`src/rtl/mem_port_arbiter.sv`:
```
// mem_port_arbiter
// Shares one fixed-latency, single-ported memory between the instruction-fetch
// and data-memory stages of the pipeline. Each access runs
// IDLE -> ISSUE -> WAIT (MEM_LAT cycles) -> RESP. The owner's ack pulses in RESP.
// Data requests win arbitration. After MAX_STREAK consecutive data grants made
// while a fetch was waiting, the fetch is granted instead.

module mem_port_arbiter #(
  parameter int ADDR_W     = 32,
  parameter int DATA_W     = 32,
  parameter int MEM_LAT    = 2,
  parameter int MAX_STREAK = 4
) (
  input  logic              clk,
  input  logic              reset,

  input  logic              if_req,
  input  logic [ADDR_W-1:0] if_addr,
  output logic [DATA_W-1:0] if_rdata,
  output logic              if_ack,
  output logic              if_stall,

  input  logic              dm_req,
  input  logic              dm_we,
  input  logic [ADDR_W-1:0] dm_addr,
  input  logic [DATA_W-1:0] dm_wdata,
  output logic [DATA_W-1:0] dm_rdata,
  output logic              dm_ack,
  output logic              dm_stall,

  output logic              mem_en,
  output logic              mem_we,
  output logic [ADDR_W-1:0] mem_addr,
  output logic [DATA_W-1:0] mem_wdata,
  input  logic [DATA_W-1:0] mem_rdata,

  output logic              busy,
  output logic              gnt_dm
);

  localparam int CNT_W    = $clog2(MEM_LAT + 1);
  localparam int STREAK_W = $clog2(MAX_STREAK + 1);

  localparam logic [CNT_W-1:0]    LAT_LOAD   = CNT_W'(MEM_LAT);
  localparam logic [CNT_W-1:0]    CNT_ONE    = CNT_W'(1);
  localparam logic [STREAK_W-1:0] STREAK_MAX = STREAK_W'(MAX_STREAK);
  localparam logic [STREAK_W-1:0] STREAK_ONE = STREAK_W'(1);

  typedef enum logic [1:0] {
    S_IDLE  = 2'd0,
    S_ISSUE = 2'd1,
    S_WAIT  = 2'd2,
    S_RESP  = 2'd3
  } state_t;

  state_t              r_state;
  state_t              w_state_nxt;

  logic [CNT_W-1:0]    r_wait_cnt;
  logic [STREAK_W-1:0] r_streak;

  logic                r_gnt_dm;
  logic                r_we;
  logic                r_busy;
  logic                r_mem_en;
  logic                r_mem_we;
  logic [ADDR_W-1:0]   r_mem_addr;
  logic [DATA_W-1:0]   r_mem_wdata;

  logic                r_if_ack;
  logic                r_dm_ack;
  logic [DATA_W-1:0]   r_if_rdata;
  logic [DATA_W-1:0]   r_dm_rdata;

  logic                w_grant;
  logic                w_grant_dm;
  logic                w_fetch_turn;
  logic                w_wait_last;
  logic                w_done;

  // Next-state and grant decision; a grant is only ever made from IDLE.
  always_comb begin
    w_state_nxt  = r_state;
    w_grant      = 1'b0;
    w_grant_dm   = 1'b0;
    w_fetch_turn = if_req && (r_streak == STREAK_MAX);
    w_wait_last  = (r_wait_cnt == CNT_ONE);
    w_done       = 1'b0;

    case (r_state)
      S_IDLE: begin
        if (if_req || dm_req) begin
          w_grant     = 1'b1;
          // Data has priority unless the fetch has been passed over MAX_STREAK times.
          w_grant_dm  = dm_req && !w_fetch_turn;
          w_state_nxt = S_ISSUE;
        end
      end
      S_ISSUE: begin
        w_state_nxt = S_WAIT;
      end
      S_WAIT: begin
        if (w_wait_last) begin
          w_done      = 1'b1;
          w_state_nxt = S_RESP;
        end
      end
      S_RESP: begin
        w_state_nxt = S_IDLE;
      end
      default: begin
        w_state_nxt = S_IDLE;
      end
    endcase
  end

  // State register, with busy registered alongside it so it is glitch-free.
  always_ff @(posedge clk or negedge reset) begin
    if (!reset) begin
      r_state <= S_IDLE;
      r_busy  <= 1'b0;
    end else begin
      r_state <= w_state_nxt;
      r_busy  <= (w_state_nxt != S_IDLE);
    end
  end

  // Memory-latency counter: loaded in ISSUE and counted down through WAIT.
  always_ff @(posedge clk or negedge reset) begin
    if (!reset) begin
      r_wait_cnt <= '0;
    end else if (r_state == S_ISSUE) begin
      r_wait_cnt <= LAT_LOAD;
    end else if (r_state == S_WAIT) begin
      r_wait_cnt <= r_wait_cnt - CNT_ONE;
    end
  end

  // Fairness counter: counts data grants made while a fetch was waiting.
  always_ff @(posedge clk or negedge reset) begin
    if (!reset) begin
      r_streak <= '0;
    end else if (w_grant) begin
      if (w_grant_dm && if_req) begin
        if (r_streak != STREAK_MAX) begin
          r_streak <= r_streak + STREAK_ONE;
        end
      end else begin
        r_streak <= '0;
      end
    end
  end

  // Latch the winning request. Write data only follows data grants, and a fetch is always a read.
  always_ff @(posedge clk or negedge reset) begin
    if (!reset) begin
      r_gnt_dm    <= 1'b0;
      r_we        <= 1'b0;
      r_mem_addr  <= '0;
      r_mem_wdata <= '0;
    end else if (w_grant) begin
      r_gnt_dm   <= w_grant_dm;
      r_we       <= w_grant_dm && dm_we;
      r_mem_addr <= w_grant_dm ? dm_addr : if_addr;
      if (w_grant_dm) begin
        r_mem_wdata <= dm_wdata;
      end
    end
  end

  // Access strobes: high for exactly the ISSUE cycle that follows a grant.
  always_ff @(posedge clk or negedge reset) begin
    if (!reset) begin
      r_mem_en <= 1'b0;
      r_mem_we <= 1'b0;
    end else begin
      r_mem_en <= w_grant;
      r_mem_we <= w_grant && w_grant_dm && dm_we;
    end
  end

  // Capture read data on the last WAIT cycle; the owner's ack and word appear in RESP.
  always_ff @(posedge clk or negedge reset) begin
    if (!reset) begin
      r_if_ack   <= 1'b0;
      r_dm_ack   <= 1'b0;
      r_if_rdata <= '0;
      r_dm_rdata <= '0;
    end else begin
      r_if_ack <= w_done && !r_gnt_dm;
      r_dm_ack <= w_done && r_gnt_dm;
      if (w_done && !r_we) begin
        if (r_gnt_dm) begin
          r_dm_rdata <= mem_rdata;
        end else begin
          r_if_rdata <= mem_rdata;
        end
      end
    end
  end

  assign if_ack    = r_if_ack;
  assign dm_ack    = r_dm_ack;
  assign if_rdata  = r_if_rdata;
  assign dm_rdata  = r_dm_rdata;
  assign mem_en    = r_mem_en;
  assign mem_we    = r_mem_we;
  assign mem_addr  = r_mem_addr;
  assign mem_wdata = r_mem_wdata;
  assign busy      = r_busy;
  assign gnt_dm    = r_gnt_dm;

  // Stalls release in the ack cycle so the stage can advance on that edge.
  assign if_stall  = if_req && !r_if_ack;
  assign dm_stall  = dm_req && !r_dm_ack;

endmodule

```
`config.mk`:
```
export PLATFORM = sky130hd
export DESIGN_NAME = mem_port_arbiter
export DESIGN_NICKNAME = d
export VERILOG_FILES = /design/src/rtl/mem_port_arbiter.sv
export SDC_FILE = /design/constraint.sdc
export NUM_CORES = 1
export LEC_CHECK = 0
export ABC_AREA = 0
export BUFFER_PORTS_ARGS = -buffer_cell sky130_fd_sc_hd__buf_4
export CORE_MARGIN = 4
export CORE_UTILIZATION = 50
export CTS_CLUSTER_SIZE = 14
export DETAILED_ROUTE_END_ITERATION = 6
export HOLD_SLACK_MARGIN = 0.06
export PLACE_DENSITY_LB_ADDON = 0.15
export SLEW_MARGIN = 20
export SYNTH_ARGS = -nofsm -noshare
export SYNTH_HDL_FRONTEND = slang
export SYNTH_SLANG_ARGS = --single-unit
```
`constraint.sdc`:
```
create_clock -name clk -period 4 [get_ports clk]
set_clock_uncertainty 0.15 [all_clocks]
set_input_delay 0.2 -clock clk [delete_from_list [all_inputs] [get_ports clk]]
set_output_delay 0.2 -clock clk [all_outputs]
set_load 0.005 [all_outputs]
```
==> flow_summary.yaml, run 1 <==
status:
  outcome: "finished, final reports clean"
route:
  ant_nets: 0
  dr_total_vias: 5529
  drt-initial-drc-count: 491
  post_drt_wl_per_cell_um: 21.0
  routed_wl_mm: 20.8
  drt_pre_antenna_iters: 5
  vias_per_cell: 5.58
  post-route-drc-count: 0
clock_network:
  clkSinkCount: 142
  ctsResizeCount: 0
  cts_buffer_depth: 2
  cts_inserted_buffers: 17
  tritoncts: "yes"
  cts-htree-levels: 4
  root_buffer: "clkbuf_16"
  insertion_delay_ns: 0.42
  clk_pin_slew_ns: 0.06
sta:
  fmax_ghz: 0.334
  setup_viol: 0
  fin_crit_ns: 2.99
  slew_headroom: 0.240
  tightestPinTransition_ns: 1.14
  fin_ws_ns: 1.01
  slew_viol_final: 0
  fin_crit_sh: 0.748
  tns_ns: 0
  hold_viol: 0
  rsz0062_at_grt: "false"
power:
  peakVddDrop_mv: 0.432
  pwr-share-seq: 0.345
  p_switching_w: 0.00240
  pwr-share-comb: 0.442
  power.internal_w: 0.00522
  power_density_mw_per_mm2: 767
  power_leakage_nw: 4.62
  clock_power_share: 0.213
  swShare: 0.315
final_layout:
  final_cell_area_sq_mm: 0.00995
  drive_gt1_frac: 0.483
  post-route-util: 0.860
  stdcell_count: 990
  diodes: 0
  area_growth_syn_to_layout_pct: 66.8
  nNetsFinal: 974
  fill_cells: 538
logic_synthesis:
  synth-seq-cells: 142
  netlist_instances: 443
  synth.distinct_cells: 33
  postSynthAreaPerCell_sq_um: 13.5
  synth_top_area_cell: "dfrtp_1"
  synth_edf_count: 0
  yosys.area.top_type_share: 0.596
  syn-num-nets: 583
  ys_warn_count: 0
  synth_common_cells: "dfrtp_1, mux2_2, o21ai_0"
  syn_area_sq_mm: 0.00596
  yosysSeqAreaShare: 0.596
  async_reset_ff_frac: 1.00
  synth_flop_cell: "dfrtp_1"
  yosysMostFrequentCell: "dfrtp_1"
  synthTopCellsByArea: "dfrtp_1, mux2_2, mux2_4"
floorplan:
  io-pin-count: 269
  die_y_um: 117
  die_x_um: 117
  die_area_sq_mm: 0.0137
  initial_utilization: 0.516
  core_sq_mm: 0.0116
  rows: 39
worst_setup_path:
  r2r_slack_ns: 1.01
  worst-setup-path-type: "register to register"
  end_kind: "register"
  critPathRequiredTime_ns: 4.15
  reg2reg_depth: 5
  cp.arrival_ns: 3.15
  cp-start-kind: "register"
  worstPathMaxFanout: 37
  r2r-end: "mem_wdata[12]"
  r2r-start: "r_state[0]"
global_route:
  first_global_vias: 5914
  grt_max_degree: 71
  grt_pass1_wl_mm: 31.6
  grt_antenna_before_repair: 0
  track_usage: 0.304
  grt_overflow: 0
place:
  portBuffers: 268
  post-place-ws_ns: 1.12
  hpwl_mm: 11.6
  dp.cells: 827
  dpl_cell_area_sq_mm: 0.00803
  gp_congestion: 0.840
flow_run:
  max-cap-violations: 0
hold_path:
  hold_path.class: "input port to async pin"
-- routing by layer --
| layer | track usage | share of wire | vias to the layer above |
|---|---|---|---|
| met5 | 0 | 0 | - |
| met4 | 0.140 | 0.044 | 0 |
| met3 | 0.0694 | 0.081 | 78 |
| met2 | 0.541 | 0.53 | 352 |
| met1 | 0.347 | 0.35 | 2702 |
| li1 | - | - | 2397 |
-- power by group through the flow --
stage	clock network, W	registers (W)	logic, W
2_1_floorplan	0	0.00259	0.00133
3_3_place_gp	0	0.00258	0.00277
3_5_place_dp	0	0.00260	0.00286
4_1_cts	0.00163	0.00260	0.00327
5_1_grt	0.00171	0.00271	0.00361
6_report	0.00162	0.00264	0.00337
-- registers in the layout, indices dropped and copies added (netlist names), 2 cells and up --
register and count:
if_rdata 32, mem_addr 32, r_state 2, r_streak 3, mem_wdata 32, dm_rdata 32
r_wait_cnt 2
-- worst max-delay path, cell delays in order, from the launching register on --
cell,delay (ns)
dfrtp_1,0.42
inv_1,0.13
ha_1,0.18
nand2_1,0.65
nor2_8,0.90
mux2_2,0.42
-- kinds of logic (layout without fill, tap and decap cells) --
group           Yosys count  count (layout)  share of synthesized area
compound gates          108             108                      0.115
buf+inv                  40             444                     0.0365
mux                      97              97                      0.199
flops                   142             142                      0.596
fa+ha+maj                 7               7                     0.0147
simple gates             49              49                     0.0386
-- timing repair --
item | CTS | global route
setup buffers | 0 | 0
hold endpoints to repair | 202 | 0
hold buffers | 131 | 0
-- area by class of cell --
cell class / count / area (sq um) / share of cell area
clock inverters: 12 / 141 / 0.0142
flip-flops and latches: 142 / 3550 / 0.357
repair buffers: 406 / 3380 / 0.340
multi-input cells: 261 / 2200 / 0.222
inverters: 6 / 22.5 / 0.00226
clock buffers: 20 / 467 / 0.0469
well taps: 143 / 179 / 0.0180
-- layout by cell type, fill, tap and decap left out, drive strengths merged --
cell type | synthesis | layout
buf | 17 | 275
dfrtp | 142 | 142
dlygate4sd3 | 0 | 131
mux2 | 97 | 97
o21ai | 37 | 37
nor2 | 36 | 36
a41oi | 32 | 32
a21oi | 32 | 32
clkbuf | 17 | 20
clkinv | 0 | 8
ha | 7 | 7
inv | 6 | 6
nand2 | 3 | 3
bufinv | 0 | 3
and3 | 2 | 2
nor2b | 2 | 2
a32o | 2 | 2
and2 | 1 | 1
o31ai | 1 | 1
or2 | 1 | 1
nor3 | 1 | 1
nand4b | 1 | 1
a31o | 1 | 1
nand3 | 1 | 1
nand2b | 1 | 1
o22ai | 1 | 1
a21o | 1 | 1
a22o | 1 | 1
clkinvlp | 0 | 1
-- how the worst max path moves through the flow --
stage	start	endpoint	slack (ns)	cells past startpoint
floorplan	r_state[0]	mem_wdata[0]	2.06	7
global placement	r_state[0]	mem_wdata[15]	1.19	5
detailed placement	r_state[0]	mem_wdata[13]	1.12	5
CTS	r_state[0]	mem_wdata[15]	1.09	5
global route	r_state[0]	mem_wdata[11]	0.86	5
finish	r_state[0]	mem_wdata[12]	1.01	5
-- stage by stage --
step / hold slack (ns) / power, W
finish: 0.213 / 0.00763
global placement: 0.0890 / 0.00535
global route: 0.223 / 0.00804
floorplan: -0.246 / 0.00393
CTS: 0.188 / 0.00750
detailed placement: 0.0953 / 0.00546
No activity file was read; power rests on OpenSTA's default activity.
==> run 2: changes to the inputs <==
Settings changed: ABC_AREA 0 to 1, CORE_UTILIZATION 50 to 43.
Clock period 4 ns to 2.7 ns, I/O delays scaled along.
==> run 2 against run 1 <==
Against the previous run: cell count increased by 31%; design area increased by 2.5%; total power increased by 38%; synthesized cell count increased by 61%; clock power increased by 56%; first-iteration DRC count decreased by 38%; worst setup slack got worse by 0.76 ns; sequential share of layout area decreased by 0.86 points; synthesized area increased by 1.4%; core utilization decreased by 12 points; critical path type unchanged.
==> flow_summary.yaml, run 2 <==
power:
  peakVddDrop_mv: 0.646
  power_density_mw_per_mm2: 1030
  p_total_w: 0.0105
  power_leakage_nw: 5.57
clock_network:
  cts-htree-levels: 4
  ctsResizeCount: 0
  clkSinkCount: 142
  cts_inserted_buffers: 17
  root_buffer: "clkbuf_16"
  tritoncts: "yes"
  cts_buffer_depth: 2
  holdBufCountCts: 132
  cts_setup_buffers: 0
  insertion_delay_ns: 0.41
  clk_pin_slew_ns: 0.06
global_route:
  met2_usage: 0.429
  grt_use_met1: 0.275
  grt-busiest-layer: "met2"
  first_global_vias: 6340
  grt_max_degree: 69
  grt_overflow: 0
  grt_use_met3: 0.0720
  track_usage: 0.245
  grt_pass1_wl_mm: 31.4
  grt_antenna_before_repair: 0
floorplan:
  core_sq_mm: 0.0138
  die_y_um: 127
  die_area_sq_mm: 0.0160
  die_x_um: 127
  io-pin-count: 269
  rows: 43
  initial_utilization: 0.437
logic_synthesis:
  synth_top_area_cell: "dfrtp_1"
  synth_flop_cell: "dfrtp_1"
  postSynthAreaPerCell_sq_um: 8.46
  ys_warn_count: 0
  synth_edf_count: 0
  synth_common_cells: "nand2_1, dfrtp_1, inv_1"
  netlist_instances: 715
  async_reset_ff_frac: 1.00
  yosysMostFrequentCell: "nand2_1"
  synthTopCellsByArea: "dfrtp_1, nand2_1, nand3_1"
  synth-seq-cells: 142
  syn_area_sq_mm: 0.00605
  syn-num-nets: 855
  synth.distinct_cells: 20
  yosysSeqAreaShare: 0.588
  yosys.area.top_type_share: 0.588
final_layout:
  post-route-util: 0.737
  nNetsFinal: 1246
  stdcell_count: 1299
  diodes: 0
  area_growth_syn_to_layout_pct: 68.5
  drive_gt1_frac: 0.285
  layout_common_cells: "buf_4, nand2_1, dfrtp_1"
  layout_commonest_cell: "buf_4"
  fill_cells: 1012
route:
  drt-initial-drc-count: 304
  ant_nets: 0
  post-route-drc-count: 0
  drt_pre_antenna_iters: 4
  vias_per_cell: 4.76
  routed_wl_mm: 19.4
  post_drt_wl_per_cell_um: 15.0
  dr_total_vias: 6182
sta:
  tightestPinTransition_ns: 0.645
  rsz0062_at_grt: "false"
  slew_headroom: 0.569
  fin_crit_ns: 2.45
  fin_ws_ns: 0.249
  slew_viol_final: 0
  tns_ns: 0
  hold_viol: 0
  fmax_ghz: 0.408
  fin_crit_sh: 0.908
  setup_viol: 0
worst_setup_path:
  r2r-end: "mem_addr[5]"
  critPathRequiredTime_ns: 2.85
  cp-start-kind: "register"
  cp.arrival_ns: 2.60
  r2r_slack_ns: 0.25
  reg2reg_depth: 10
  worstPathMaxFanout: 48
  worst-setup-path-type: "register to register"
  r2r-start: "r_state[0]"
  end_kind: "register"
flow_run:
  max-cap-violations: 0
hold_path:
  hold_path.class: "input port to async pin"
place:
  portBuffers: 268
  hpwl_mm: 11.6
  gp_congestion: 0.787
  post-place-ws_ns: 0.704
  dp.cells: 1135
status:
  outcome: "finished, final reports clean"
-- run 2: how the worst max path moves through the flow --
stage	from	to	cells after the start
4_1_cts	r_state[0]	mem_addr[11]	10
2_1_floorplan	r_state[0]	mem_addr[24]	9
3_5_place_dp	r_state[0]	if_rdata[22]	7
6_report	r_state[0]	mem_addr[5]	10
5_1_grt	r_state[0]	mem_addr[5]	10
3_3_place_gp	r_state[0]	if_rdata[24]	8
-- run 2: per-stage QoR --
| step | area (sq um) | hold WS (ns) |
|---|---|---|
| 2_1_floorplan | 6050 | -0.311 |
| 3_3_place_gp | 8230 | 0.0285 |
| 3_5_place_dp | 8230 | 0.0289 |
| 4_1_cts | 10200 | 0.137 |
| 5_1_grt | 10200 | 0.177 |
| 6_report | 10200 | 0.107 |
-- run 2: logic make-up after synthesis --
logic type | count (synthesis) | share of synthesized area
xor+xnor | 1 | 0.00145
buf+inv | 148 | 0.0983
flops | 142 | 0.588
compound gates | 74 | 0.0623
simple gates | 343 | 0.236
fa+ha+maj | 7 | 0.0145
-- run 2: per-layer routing --
metal | routed length (um) | vias to the layer above | part of all wire
li1 | - | 2993 | -
met1 | 7330 | 2901 | 0.38
met2 | 10000 | 235 | 0.51
met3 | 1430 | 53 | 0.073
met4 | 685 | 0 | 0.035
met5 | 0 | - | 0
-- run 2: report_power, final --
group	switching [W]	total, W	internal (W)
sequential	0.000613	0.00379	0.00318
clock	0.000928	0.00252	0.00159
combinational	0.00197	0.00420	0.00222
-- run 2: final cells by class --
| class | instances | area, sq um | share of cell area |
|---|---|---|---|
| Clock buffer | 18 | 439 | 0.0431 |
| Clock inverter | 14 | 205 | 0.0201 |
| Inverter | 109 | 409 | 0.0401 |
| Multi-Input combinational cell | 425 | 1900 | 0.187 |
| Sequential cell | 142 | 3550 | 0.349 |
| Tap cell | 180 | 225 | 0.0221 |
| Timing Repair Buffer | 411 | 3460 | 0.339 |
-- run 2: worst max-delay path, stage by stage, from the launching register on --
cell and delay [ns]:
dfrtp_1 0.37, inv_1 0.10, ha_1 0.23, nand2_1 0.08, inv_2 0.05, nand2_2 0.22, buf_12 0.27, nand2_1 0.09
nand3_1 0.09, dlygate4sd3_1 0.60, nand2_1 0.06
